<file path="config.mk">
export PLATFORM = sky130hd
export DESIGN_NAME = gpio_box_tx
export DESIGN_NICKNAME = d
export VERILOG_FILES = /design/src/rtl/gpio_box_tx.sv
export SDC_FILE = /design/constraint.sdc
export NUM_CORES = 1
export LEC_CHECK = 0
export BUFFER_PORTS_ARGS = -buffer_cell sky130_fd_sc_hd__buf_2
export CORE_MARGIN = 2
export CORE_UTILIZATION = 50
export DETAILED_ROUTE_END_ITERATION = 10
export GPL_TIMING_DRIVEN = 0
export PLACE_DENSITY = 0.81
export SYNTH_ARGS = -nofsm -noshare
export SYNTH_HDL_FRONTEND = slang
export SYNTH_SLANG_ARGS = --single-unit
</file>
<file path="constraint.sdc">
create_clock -name CLOCK_50 -period 3.52 [get_ports CLOCK_50]
set_input_delay 0.704 -clock CLOCK_50 [delete_from_list [all_inputs] [get_ports CLOCK_50]]
set_output_delay 0.704 -clock CLOCK_50 [all_outputs]
set_load 0.02 [all_outputs]
</file>
<file path="src/rtl/gpio_box_tx.sv">
// -----------------------------------------------------------------------------
// gpio_box_tx
//   Sends a 3-bit box address to the external sensor MCU over GPIO. It uses a
//   4-phase strobe/ack handshake, and each wait for an ack edge has a timeout.
//   The data pins are driven from a register that is latched when a request
//   is accepted. The MCU ack passes through a 2-flop synchroniser before the
//   FSM uses it.
//
// Ports
//   CLOCK_50      in   system clock (rising edge)
//   resetn        in   synchronous, active-low reset
//   send_req      in   transmit request, only honoured in IDLE
//   send_addr     in   [2:0] address to transmit
//   busy          out  high from the cycle after acceptance until back in IDLE
//   done          out  1-cycle pulse, handshake completed
//   timeout_err   out  1-cycle pulse, handshake aborted on timeout
//   GPIO_TX_DATA  out  [2:0] address pins to the MCU
//   GPIO_TX_STB   out  strobe pin to the MCU
//   GPIO_ACK_IN   in   ack pin from the MCU (asynchronous)
//   LEDR          out  [9:0] {sticky_err, 0000, ack_s, strobe, data}
// -----------------------------------------------------------------------------
module gpio_box_tx #(
  parameter int SETUP_CYCLES   = 50,
  parameter int TIMEOUT_CYCLES = 5_000_000
) (
  input  logic       CLOCK_50,
  input  logic       resetn,
  input  logic       send_req,
  input  logic [2:0] send_addr,
  output logic       busy,
  output logic       done,
  output logic       timeout_err,
  output logic [2:0] GPIO_TX_DATA,
  output logic       GPIO_TX_STB,
  input  logic       GPIO_ACK_IN,
  output logic [9:0] LEDR
);

  localparam int MAX_CYCLES = (SETUP_CYCLES > TIMEOUT_CYCLES) ? SETUP_CYCLES : TIMEOUT_CYCLES;
  localparam int CNT_W      = $clog2(MAX_CYCLES + 1);
  localparam logic [CNT_W-1:0] SETUP_LAST   = CNT_W'(SETUP_CYCLES - 1);
  localparam logic [CNT_W-1:0] TIMEOUT_LAST = CNT_W'(TIMEOUT_CYCLES - 1);
  localparam logic [CNT_W-1:0] CNT_ONE      = CNT_W'(1);

  typedef enum logic [2:0] {
    ST_IDLE,
    ST_SETUP,
    ST_STROBE,
    ST_RELEASE,
    ST_DONE,
    ST_ERR
  } state_t;

  state_t           state_q, state_d;
  logic [CNT_W-1:0] cnt_q, cnt_d;
  logic [2:0]       data_q, data_d;
  logic             sticky_q, sticky_d;
  logic             ack_meta_q, ack_s_q;
  logic             busy_q, busy_d;
  logic             done_q, done_d;
  logic             err_q, err_d;
  logic             stb_q, stb_d;

  // Next state, counter and registered-output decode.
  always_comb begin
    state_d  = state_q;
    data_d   = data_q;
    sticky_d = sticky_q;

    unique case (state_q)
      ST_IDLE: begin
        if (send_req) begin
          data_d   = send_addr;
          sticky_d = 1'b0;
          state_d  = ST_SETUP;
        end
      end
      ST_SETUP: begin
        // A stale ack holds us here; the timeout still applies while it does.
        // The ack test comes first so a release on the last cycle still proceeds.
        if (cnt_q >= SETUP_LAST && !ack_s_q) state_d = ST_STROBE;
        else if (cnt_q >= TIMEOUT_LAST)      state_d = ST_ERR;
      end
      ST_STROBE: begin
        if (ack_s_q)                    state_d = ST_RELEASE;
        else if (cnt_q >= TIMEOUT_LAST) state_d = ST_ERR;
      end
      ST_RELEASE: begin
        if (!ack_s_q)                   state_d = ST_DONE;
        else if (cnt_q >= TIMEOUT_LAST) state_d = ST_ERR;
      end
      ST_DONE: state_d = ST_IDLE;
      ST_ERR: begin
        sticky_d = 1'b1;
        state_d  = ST_IDLE;
      end
      default: state_d = ST_IDLE;
    endcase

    // The counter restarts from zero on every state entry and idles at zero.
    if (state_q == ST_IDLE || state_d != state_q) cnt_d = '0;
    else                                          cnt_d = cnt_q + CNT_ONE;

    // The pins are decoded from the current state and then registered. This
    // adds one clock, so the strobe rises SETUP_CYCLES+1 clocks after acceptance.
    busy_d = (state_q != ST_IDLE);
    done_d = (state_q == ST_DONE);
    err_d  = (state_q == ST_ERR);
    stb_d  = (state_q == ST_STROBE);
  end

  always_ff @(posedge CLOCK_50) begin
    if (!resetn) begin
      state_q    <= ST_IDLE;
      cnt_q      <= '0;
      data_q     <= '0;
      sticky_q   <= 1'b0;
      ack_meta_q <= 1'b0;
      ack_s_q    <= 1'b0;
      busy_q     <= 1'b0;
      done_q     <= 1'b0;
      err_q      <= 1'b0;
      stb_q      <= 1'b0;
    end else begin
      state_q    <= state_d;
      cnt_q      <= cnt_d;
      data_q     <= data_d;
      sticky_q   <= sticky_d;
      ack_meta_q <= GPIO_ACK_IN;
      ack_s_q    <= ack_meta_q;
      busy_q     <= busy_d;
      done_q     <= done_d;
      err_q      <= err_d;
      stb_q      <= stb_d;
    end
  end

  assign busy         = busy_q;
  assign done         = done_q;
  assign timeout_err  = err_q;
  assign GPIO_TX_DATA = data_q;
  assign GPIO_TX_STB  = stb_q;
  assign LEDR         = {sticky_q, 4'b0000, ack_s_q, stb_q, data_q};

endmodule

</file>
Yosys cells after proc, flatten, opt, wreduce, memory -nomap -nowiden
Cells that the tools add are included.
{"block": "word_totals", "register_bits": 36, "in_bits": 7, "output_inout_bits": 17, "word_cells": 38}
{"block": "op_classes", "addsub": 1, "n_lt_le_gt_ge": 2, "eq_ne": 7, "mux": 8, "bitwise_logic": 1, "reduce_logical": 9}
{"operator": "$add 23x1->23 const B", "n": 1}
{"operator": "$ge 23x23->1 const B", "n": 1}
{"operator": "$ge 23x6->1 const B", "n": 1}
{"operator": "$mux 3", "n": 5}
{"operator": "$pmux 3 s4", "n": 1}
{"operator": "$eq 3x2->1 const B", "n": 2}
{"operator": "$eq 3x3->1 const B", "n": 2}
{"operator": "$reduce_and 2->1", "n": 2}
{"operator": "$eq 3x1->1 const B", "n": 1}
{"operator": "$logic_not 3->1", "n": 1}
{"operator": "$ne 3x3->1", "n": 1}
{"operator": "$reduce_bool 3->1", "n": 1}
{"operator": "$ne 2x2->1 const B", "n": 1}
{"operator": "$pmux 1 s2", "n": 1}
{"operator": "$reduce_bool 2->1", "n": 1}
{"operator": "$reduce_or 2->1", "n": 1}
{"operator": "$logic_and 1x1->1", "n": 1}
{"operator": "$logic_not 1->1", "n": 1}
{"operator": "$logic_or 1x1->1", "n": 1}
{"operator": "$mux 1", "n": 1}
{"operator": "$not 1->1", "n": 1}

Depth between registers and ports, before layout
Gate-level depths: netlist (run 1).
{"block": "depth", "depth_word": 7, "depth_mapped": 9, "depth_no_buf": 8}

Worst setup path before layout (run 1)
OpenSTA, ideal clock, no wires.
{"block": "synth_path", "path_kind": "register to register", "from": "register cnt_q[0]", "to": "register cnt_q[19]", "setup_time_ns": 0.132, "t_arrival_ns": 2.043, "required_ns": 3.388, "setup_slack_ns": 1.346, "path_stages_with_launch": 9, "path_buffers": 1, "synth_period_minus_slack_ns": 2.174, "path_cell_list": "dfxtp_1 ha_1 nand3_1 a21oi_1 a2bb2oi_1 o21ai_2 a222oi_1 buf_6 nor4_1"}
{"block": "synth_between", "elab_chain_len": 7, "elab_cells_between_ends": 12, "classes_between": "1 x add/sub; 2 x order compare; 1 x eq/ne; 5 x mux; 3 x reduce/logical"}
{"element": "from (decl)", "line_no": "55", "rtl": "logic [CNT_W-1:0] cnt_q, cnt_d;"}
{"element": "from (signal assigned)", "line_no": "126", "rtl": "cnt_q <= cnt_d;"}
{"element": "$ge 23x23->1 / $ge 23x6->1 (equally long branches)"}
{"element": "$mux 3 / $logic_and 1x1->1 (equally long branches)"}
{"element": "$mux 3, on equally long branches", "line_no": "89, 81, 85"}
{"element": "$pmux 3 s4", "line_no": "70", "rtl": "unique case (state_q)"}
{"element": "$ne 3x3->1", "line_no": "101", "rtl": "if (state_q == ST_IDLE || state_d != state_q) cnt_d = '0;"}
{"element": "$logic_or 1x1->1", "line_no": "101"}
{"element": "$reduce_or 2->1 (no source line)"}
Parallel ways exist; a longest one is shown, timed or not.
A chain may end at the register's enable or synchronous reset.

Worst setup path after layout (run 1)
{"block": "layout_path", "from": "register cnt_q[0]", "to": "register cnt_q[21]"}
The elaborated chain is that of the path after synthesis.

==> results summary, run 1 <==
The count of unique library cells instantiated by Yosys is 40. In the synthesized netlist, the cells that appear most often are dfxtp_1 (36), nor4_1 (24), xor2_1 (14). The setup path with the least slack is of type flop to flop. The tightest slew margin relative to the limit is 41.6%. Summing every instance area after synthesis gives 1810 sq um. The total area inside the core boundary comes to 3420 sq um. Global routing used 24.6% of the available met1 tracks.

The synthesized-area fraction occupied by adder cells came out at 1.38%. The required time at the worst-slack endpoint is 3.72 ns. The clock net in this run drives a total of 36 sinks. The synthesized-area fraction occupied by and/or/nand/nor cells came out at 29.7%.

Walking the worst path, the cells encountered are ha_1 > nand3_1 > a21oi_1 > a2bb2oi_1 > o21ai_2 > a222oi_1 > buf_6 > nor4_1. The later-pin clock latency in the skew report is 0.33 ns. The transition time at the pin with the least slew margin is 0.875 ns. The number of buffers added to fix hold violations after cts came out at 0.

Once the floorplan was initialized, standard cells occupied 53.0% of the core. The count of unresolved DRC violations after routing came out at 0. The routed via count divided by cell count came out at 5.47.

The signed area change from the synthesized netlist to the final layout is 11.6%. After synthesis, the cell types taking the most area are dfxtp_1 (40%), nor4_1 (8.3%), xor2_1 (6.8%), buf_4 (4.1%), xnor2_1 (3.4%). The number of instances in the synthesized netlist is 204.

The die width came out at 64.2 um. The initial detailed-routing violation count came out at 94. The CTS clock-pin slew for the worst setup and hold paths is 0.10 ns. The fraction of synthesized cell area in xor and xnor cells is 10.2%. The CTS buffer count came out at 5. The maximum clock skew at final layout came out at 0.00913 ns. The cell accounting for the most synthesized area is dfxtp_1.

The number of placed instances, taps included, is 272. The met3 capacity usage during global routing came out at 5.46%. The routability congestion estimate from global placement came out at 0.825. The met2 capacity usage during global routing came out at 29.8%. The worst setup path is captured at a flop. The iteration count of the initial detailed-routing pass is 5. In this run the deepest clock path goes through 2 buffers. Setup repair after global routing left no endpoint under its margin. The root buffer cell chosen for the clock tree is clkbuf_4. For this design the static power due to leakage is 0.781 nW.

On the worst path, the slowest cell contributes a delay of 0.70 ns. The final instance area is 2020 sq um. The number of placement rows is 21. Among all flip-flop cells after synthesis, the most frequent one is dfxtp_1. The global routing stage identified its most utilized layer as met2. The H-tree generated during clock tree synthesis spans 2 levels. The number of nets in the layout came out at 242. Data on the critical path arrives at its endpoint at 2.84 ns. In the post-synthesis netlist, the cell with the most instances is dfxtp_1. The total power after layout is 686 uW. The count of final max-slew check failures came to 0. The power density normalized to cell area came out at 340 nW/um^2. The timing-limited maximum frequency is 379 MHz. The path class of the tightest hold or removal check is flop to flop. Cells with a size suffix above 1 make up 18.5% of the layout.

The total of cells resized after clock tree synthesis came out at 0. The placed wire-length estimate after detailed placement came out at 2570 um. The run finished with clean final reports. The setup-violating endpoint count in the final report came out at 0. The via count of the first global-routing pass is 1384. The floorplan die area is 4120 sq um. Max-cap violations in this run came to 0. In the synthesized netlist the async set-or-reset flop fraction comes to 0%. The count of inserted antenna diode cells came out at 0. The instance area after placement came out at 1970 sq um.

The accumulated negative setup slack came out at 0 ns. The number of enable-type register cells in the synthesized netlist is 0. The sequential area share after synthesis came out at 39.8%. The count of yosys warnings during synthesis came out at 0. In this run the tool buffered the top-level ports with 19 buffer cells.

The worst voltage drop across the vdd grid came out at 0.230 mV. The part of the cycle the worst path needs came out at 74.9%. The slowest stage of the critical path belongs to the cell a222oi_1. The clock tree from TritonCTS is done. The total setup buffers inserted after CTS came out at 0. In the global route stage, overall resource usage came out at 19.0%. The share of the synthesized area in the top cell type is 39.8%.

The number of antenna violations at the first check in global routing came out at 0. Counting the fill cells in the layout gives 325. The share of cell area taken by muxes after synthesis came out at 1.66%. The floorplan step set the die height to 64.2 um.

The per-instance average area after synthesis came out at 8.87 sq um. After synthesis, the largest family of logic cells by area is simple AND/OR/NAND/NOR gates. The shortest clock period the worst path allows after layout came out at 2.64 ns. The synthesized flop and latch total came out at 36. The fraction of the core area covered by cells at the end of the flow came out at 59.1%. The wire length of the first global-routing pass is 6110 um. The total overflow reported by the global router is 0.

The worst setup path is launched from a flop. The maximum fanout along the worst path came out at 10. The detailed-route wire length is 3560 um. The total count of hold-check failures in the final report came to 0. The I/O pin count came out at 24. Dividing the detail-routed wire length by the instance count gives 12.7 um. The fraction of the mapped netlist area in compound gates is 8.64%. Once detail routing completed, the nets flagged for antenna violations numbered 0. The detailed router placed 1526 vias in this run. Once layout is complete, the cells apart from fillers number 279. Entering global routing, the biggest net connects 11 pins.
==> worst max-delay path, delay by kind of cell (launching register included) <==
kind,cells,cell delay (ns)
flip-flops,1,0.43
AND/OR/NAND/NOR,2,0.26
AO/OA/AOI/OAI,4,1.35
adder cells (fa/ha/maj),1,0.21
buffers and inverters,1,0.24
==> routing by layer <==
layer / vias to the layer above / part of all wire (%) / routed length [um]
li1: 780 / - / -
met1: 705 / 48 / 1720
met2: 34 / 45 / 1600
met3: 7 / 4.7 / 166
met4: 0 / 1.9 / 66
met5: - / 0 / 0
==> cells by family after synthesis <==
group,after synthesis
compound gates,19
xor+xnor,21
fa+ha+maj,2
buf+inv,26
flops,36
mux,3
other cells,1
simple gates,96
==> cell usage in the layout (no fill, tap or decap), drive strengths merged, types with 2 or more instances in the layout <==
cell / synthesis / routed
dfxtp: 36 / 36
buf: 14 / 33
nor4: 25 / 25
xor2: 14 / 14
nand2: 13 / 13
clkbuf: 7 / 13
nor2: 10 / 10
nand4: 9 / 9
nand3: 9 / 9
nor3: 8 / 8
xnor2: 7 / 7
and3: 6 / 6
nor2b: 6 / 6
inv: 5 / 5
and2: 4 / 4
conb: 1 / 4
or3: 3 / 3
mux2i: 3 / 3
o21ai: 3 / 3
a21oi: 2 / 2
a2bb2oi: 2 / 2
nand2b: 2 / 2
o21bai: 2 / 2
ha: 2 / 2
==> flip-flops by register name, indices dropped and copies added (netlist names) <==
name / cells
cnt_q: 23
GPIO_TX_DATA: 3
state_q: 3
GPIO_TX_STB: 1
ack_meta_q: 1
ack_s_q: 1
busy: 1
done: 1
sticky_q: 1
timeout_err: 1
==> metrics by stage <==
stage | hold slack (ns) | setup WS, ns
after floorplan | 0.412 | 1.35
after global placement | 0.415 | 0.959
after detailed placement | 0.424 | 0.942
after CTS | 0.449 | 0.939
after global routing | 0.469 | 0.745
final | 0.446 | 0.882
==> report_power, final <==
group,switching [mW],internal (mW)
sequential,0.00342,0.413
combinational,0.0392,0.0266
clock,0.131,0.0736
==> path summary, 6_finish.rpt <==
| path | from | end | slack (ns) | cells past startpoint |
|---|---|---|---|---|
| min | ack_meta_q$_SDFF_PN0_ | ack_s_q$_SDFF_PN0_ | 0.45 | 1 |
| max reg2reg | cnt_q[0]$_SDFF_PP0_ | cnt_q[21]$_SDFF_PP0_ | 0.88 | 8 |
| min reg2reg | ack_meta_q$_SDFF_PN0_ | ack_s_q$_SDFF_PN0_ | 0.45 | 1 |
| max | cnt_q[0]$_SDFF_PP0_ | cnt_q[21]$_SDFF_PP0_ | 0.88 | 8 |
==> cell type report <==
cell class                 instances  area (sq um)  area share [%]
buffer                            21           134            6.63
timing repair buffer              19          95.1            4.71
clock inverter                     1          5.00           0.248
inverter                           5          18.8           0.929
tap                               46          57.6            2.85
clock buffer                       6          41.3            2.04
sequential                        36           721            35.7
multi-input combinational        145           947            46.9
Note: power is estimated with default switching activity, not from simulation.
==> run 2: changes to the inputs <==
==> constraint.sdc (replaced) <==
create_clock -name CLOCK_50 -period 2.5 [get_ports CLOCK_50]
set_input_delay 0.5 -clock CLOCK_50 [delete_from_list [all_inputs] [get_ports CLOCK_50]]
set_output_delay 0.5 -clock CLOCK_50 [all_outputs]
set_load 0.02 [all_outputs]
==> results summary, run 2 (synthesis gave the netlist of run 1 again) <==
The flow ran to the end, and the final reports show no timing, DRC or antenna violations. The minimum setup slack after placement is -0.0782 ns. The transition time at the pin with the least slew margin is 0.545 ns. The number of antenna violations at the first check in global routing came to 0. The max-capacitance violation count came out at 0.

Grouping stages by cell kind, the critical path spends the most delay in compound AO/OA/AOI/OAI gates. The y dimension of the die came out at 64.2 um. The maximum fanout along the worst path is 10. The register bank with the most flops is cnt_q.

The timing-limited maximum frequency is 433 MHz. The number of cells on the critical path is 9. For the final database, setup skew stands at 0.0125 ns. The worst voltage drop across the vdd grid came out at 0.325 mV.

The share of post-route cells with drive strength above 1 is 20.8%. On the critical path, the stage with the largest delay is an instance of a311oi_2. The initial detailed-routing violation count came out at 127. The signal on the critical path passes through inv_1 > ha_1 > or4b_1 > o21ai_0 > a311oi_2 > o21bai_2 > o32ai_4 > clkbuf_4 > nor4_1. For this design the top-level I/O count stands at 24.

The area of the core is 3420 sq um. The initial core utilization is 53.0%. The routed length per placed instance came out at 13.3 um. The final critical path takes up 92.4% of the cycle. The number of buffers added to fix hold violations after cts came out at 0. The deepest level of the CTS H-tree is 2. The detailed-route wire length is 3760 um.

The shortest clock period the worst path allows after layout came out at 2.31 ns. The CTS clock-pin slew for the worst setup and hold paths came out at 0.10 ns. The die width is 64.2 um.

The final instance area is 2070 sq um. The fraction of the core area covered by cells at the end of the flow is 60.7%. The filler cells instantiated in the layout total 320. The largest stage delay on the critical path came out at 0.46 ns.

The setup-violating endpoint count in the final report came out at 0. Once routing completed, OpenROAD measured the worst setup slack at 0.191 ns. The net count of the finished layout is 245. Entering global routing, the biggest net connects 11 pins. The signed area change from the synthesized netlist to the final layout came out at 14.7%. The tightest slew margin relative to the limit is 63.7%. Setup repair after global routing left no endpoint under its margin. The number of sinks handled by clock tree synthesis came out at 36. The count of inserted antenna diode cells is 0.

In the layout the commonest cells are dfxtp_1 (36), nor4_1 (24), buf_2 (19), xor2_1 (14). The clock reaches the later pin of the worst-skew pair after 0.34 ns. In this run the remaining antenna-violating nets after routing total 0. The number of placement rows came out at 21. Leaving out fill and tap cells, the most frequent cell in the layout is dfxtp_1.

The total count of hold-check failures in the final report came out at 0. The power density normalized to cell area came out at 470 nW/um^2. Clock tree synthesis selected as its root buffer the cell clkbuf_4. The number of port buffers came out at 19. STA classifies the critical path startpoint as a flop. The critical path is of the flop to flop type. The tightest min-delay check is of the input port to flop type. The floorplan die area came out at 4120 sq um. The count of unresolved DRC violations after routing is 0.

Global routing used 19.5% of the available tracks. The worst path buffer plus inverter count came out at 2. The routability congestion estimate from global placement came out at 0.825. The clock tree from TritonCTS is done.

The count of final max-slew check failures came to 0. The routed via count divided by cell count is 5.54. The CTS buffer count is 5. The arrival time at the worst endpoint came out at 2.51 ns. The detailed-route via count came out at 1561. The kind of end point of the critical path is a flop. Data on the critical path is required at its endpoint by 2.70 ns.

The maximum clock insertion buffer count came out at 2. The instance area after placement is 1970 sq um. The flip-flop count of the largest register after layout came out at 23.

The first global-routing pass estimated 6290 um of wire. The total overflow reported by the global router came out at 0. The worst reg-to-reg path cell count came out at 9. The via count of the first global-routing pass is 1419. The placed wire-length estimate after detailed placement came out at 2570 um. The hold-critical path depth came out at 2. The cell leakage power is 0.802 nW. The iteration count of the initial detailed-routing pass came out at 4. The total power after layout is 975 uW.
-- run 2: cell types whose count changed in the layout (fill, tap and decap cells not counted), sizes merged --
cell,previous run,this run
buf,33,34
clkbuf,13,15
-- run 2: metal layers --
layer  track usage (%)  up-vias  share of wire (%)
met5                 0        -                  0
met4              7.71        0                1.9
met3              5.63        9                6.2
met2              30.7       46                 47
met1              25.2      713                 45
li1                  -      793                  -
-- run 2: final cells by class --
cell class	instances	area [sq um]	share of cell area (%)
buffer	21	139	6.69
clock buffer	6	41.3	1.99
clock inverter	1	5.00	0.241
inverter	5	18.8	0.905
multi-input combinational	145	975	47.0
sequential	36	721	34.7
tap	46	57.6	2.77
timing repair buffer	22	118	5.67
-- run 2: report_power, final --
group          switching (mW)  leakage, nW  internal, mW  total [mW]
combinational          0.0587        0.483        0.0424       0.101
clock                   0.184       0.0281         0.104       0.288
sequential            0.00481        0.292         0.581       0.586
total                   0.248        0.802         0.727       0.975
-- run 2: through the flow --
step | hold WS [ns] | cells | setup TNS [ns]
5_1_grt | 0.355 | 282 | 0
4_1_cts | 0.361 | 282 | 0
6_report | 0.369 | 282 | 0
2_1_floorplan | 0.412 | 207 | 0
3_5_place_dp | 0.424 | 272 | -1.30
3_3_place_gp | 0.415 | 272 | -0.995
-- run 2: final timing paths --
path                         start                    end  slack (ns)
min reg2reg  ack_meta_q$_SDFF_PN0_     ack_s_q$_SDFF_PN0_        0.45
max reg2reg    cnt_q[1]$_SDFF_PP0_   cnt_q[21]$_SDFF_PP0_        0.19
max            cnt_q[1]$_SDFF_PP0_   cnt_q[21]$_SDFF_PP0_        0.19
min                    GPIO_ACK_IN  ack_meta_q$_SDFF_PN0_        0.37
-- run 2: timing repair --
action / CTS / global route
setup endpoints to repair: 20 / 20
buffers inserted: 3 / 0
pin swaps: 1 / 1
gates resized for setup: 0 / 6
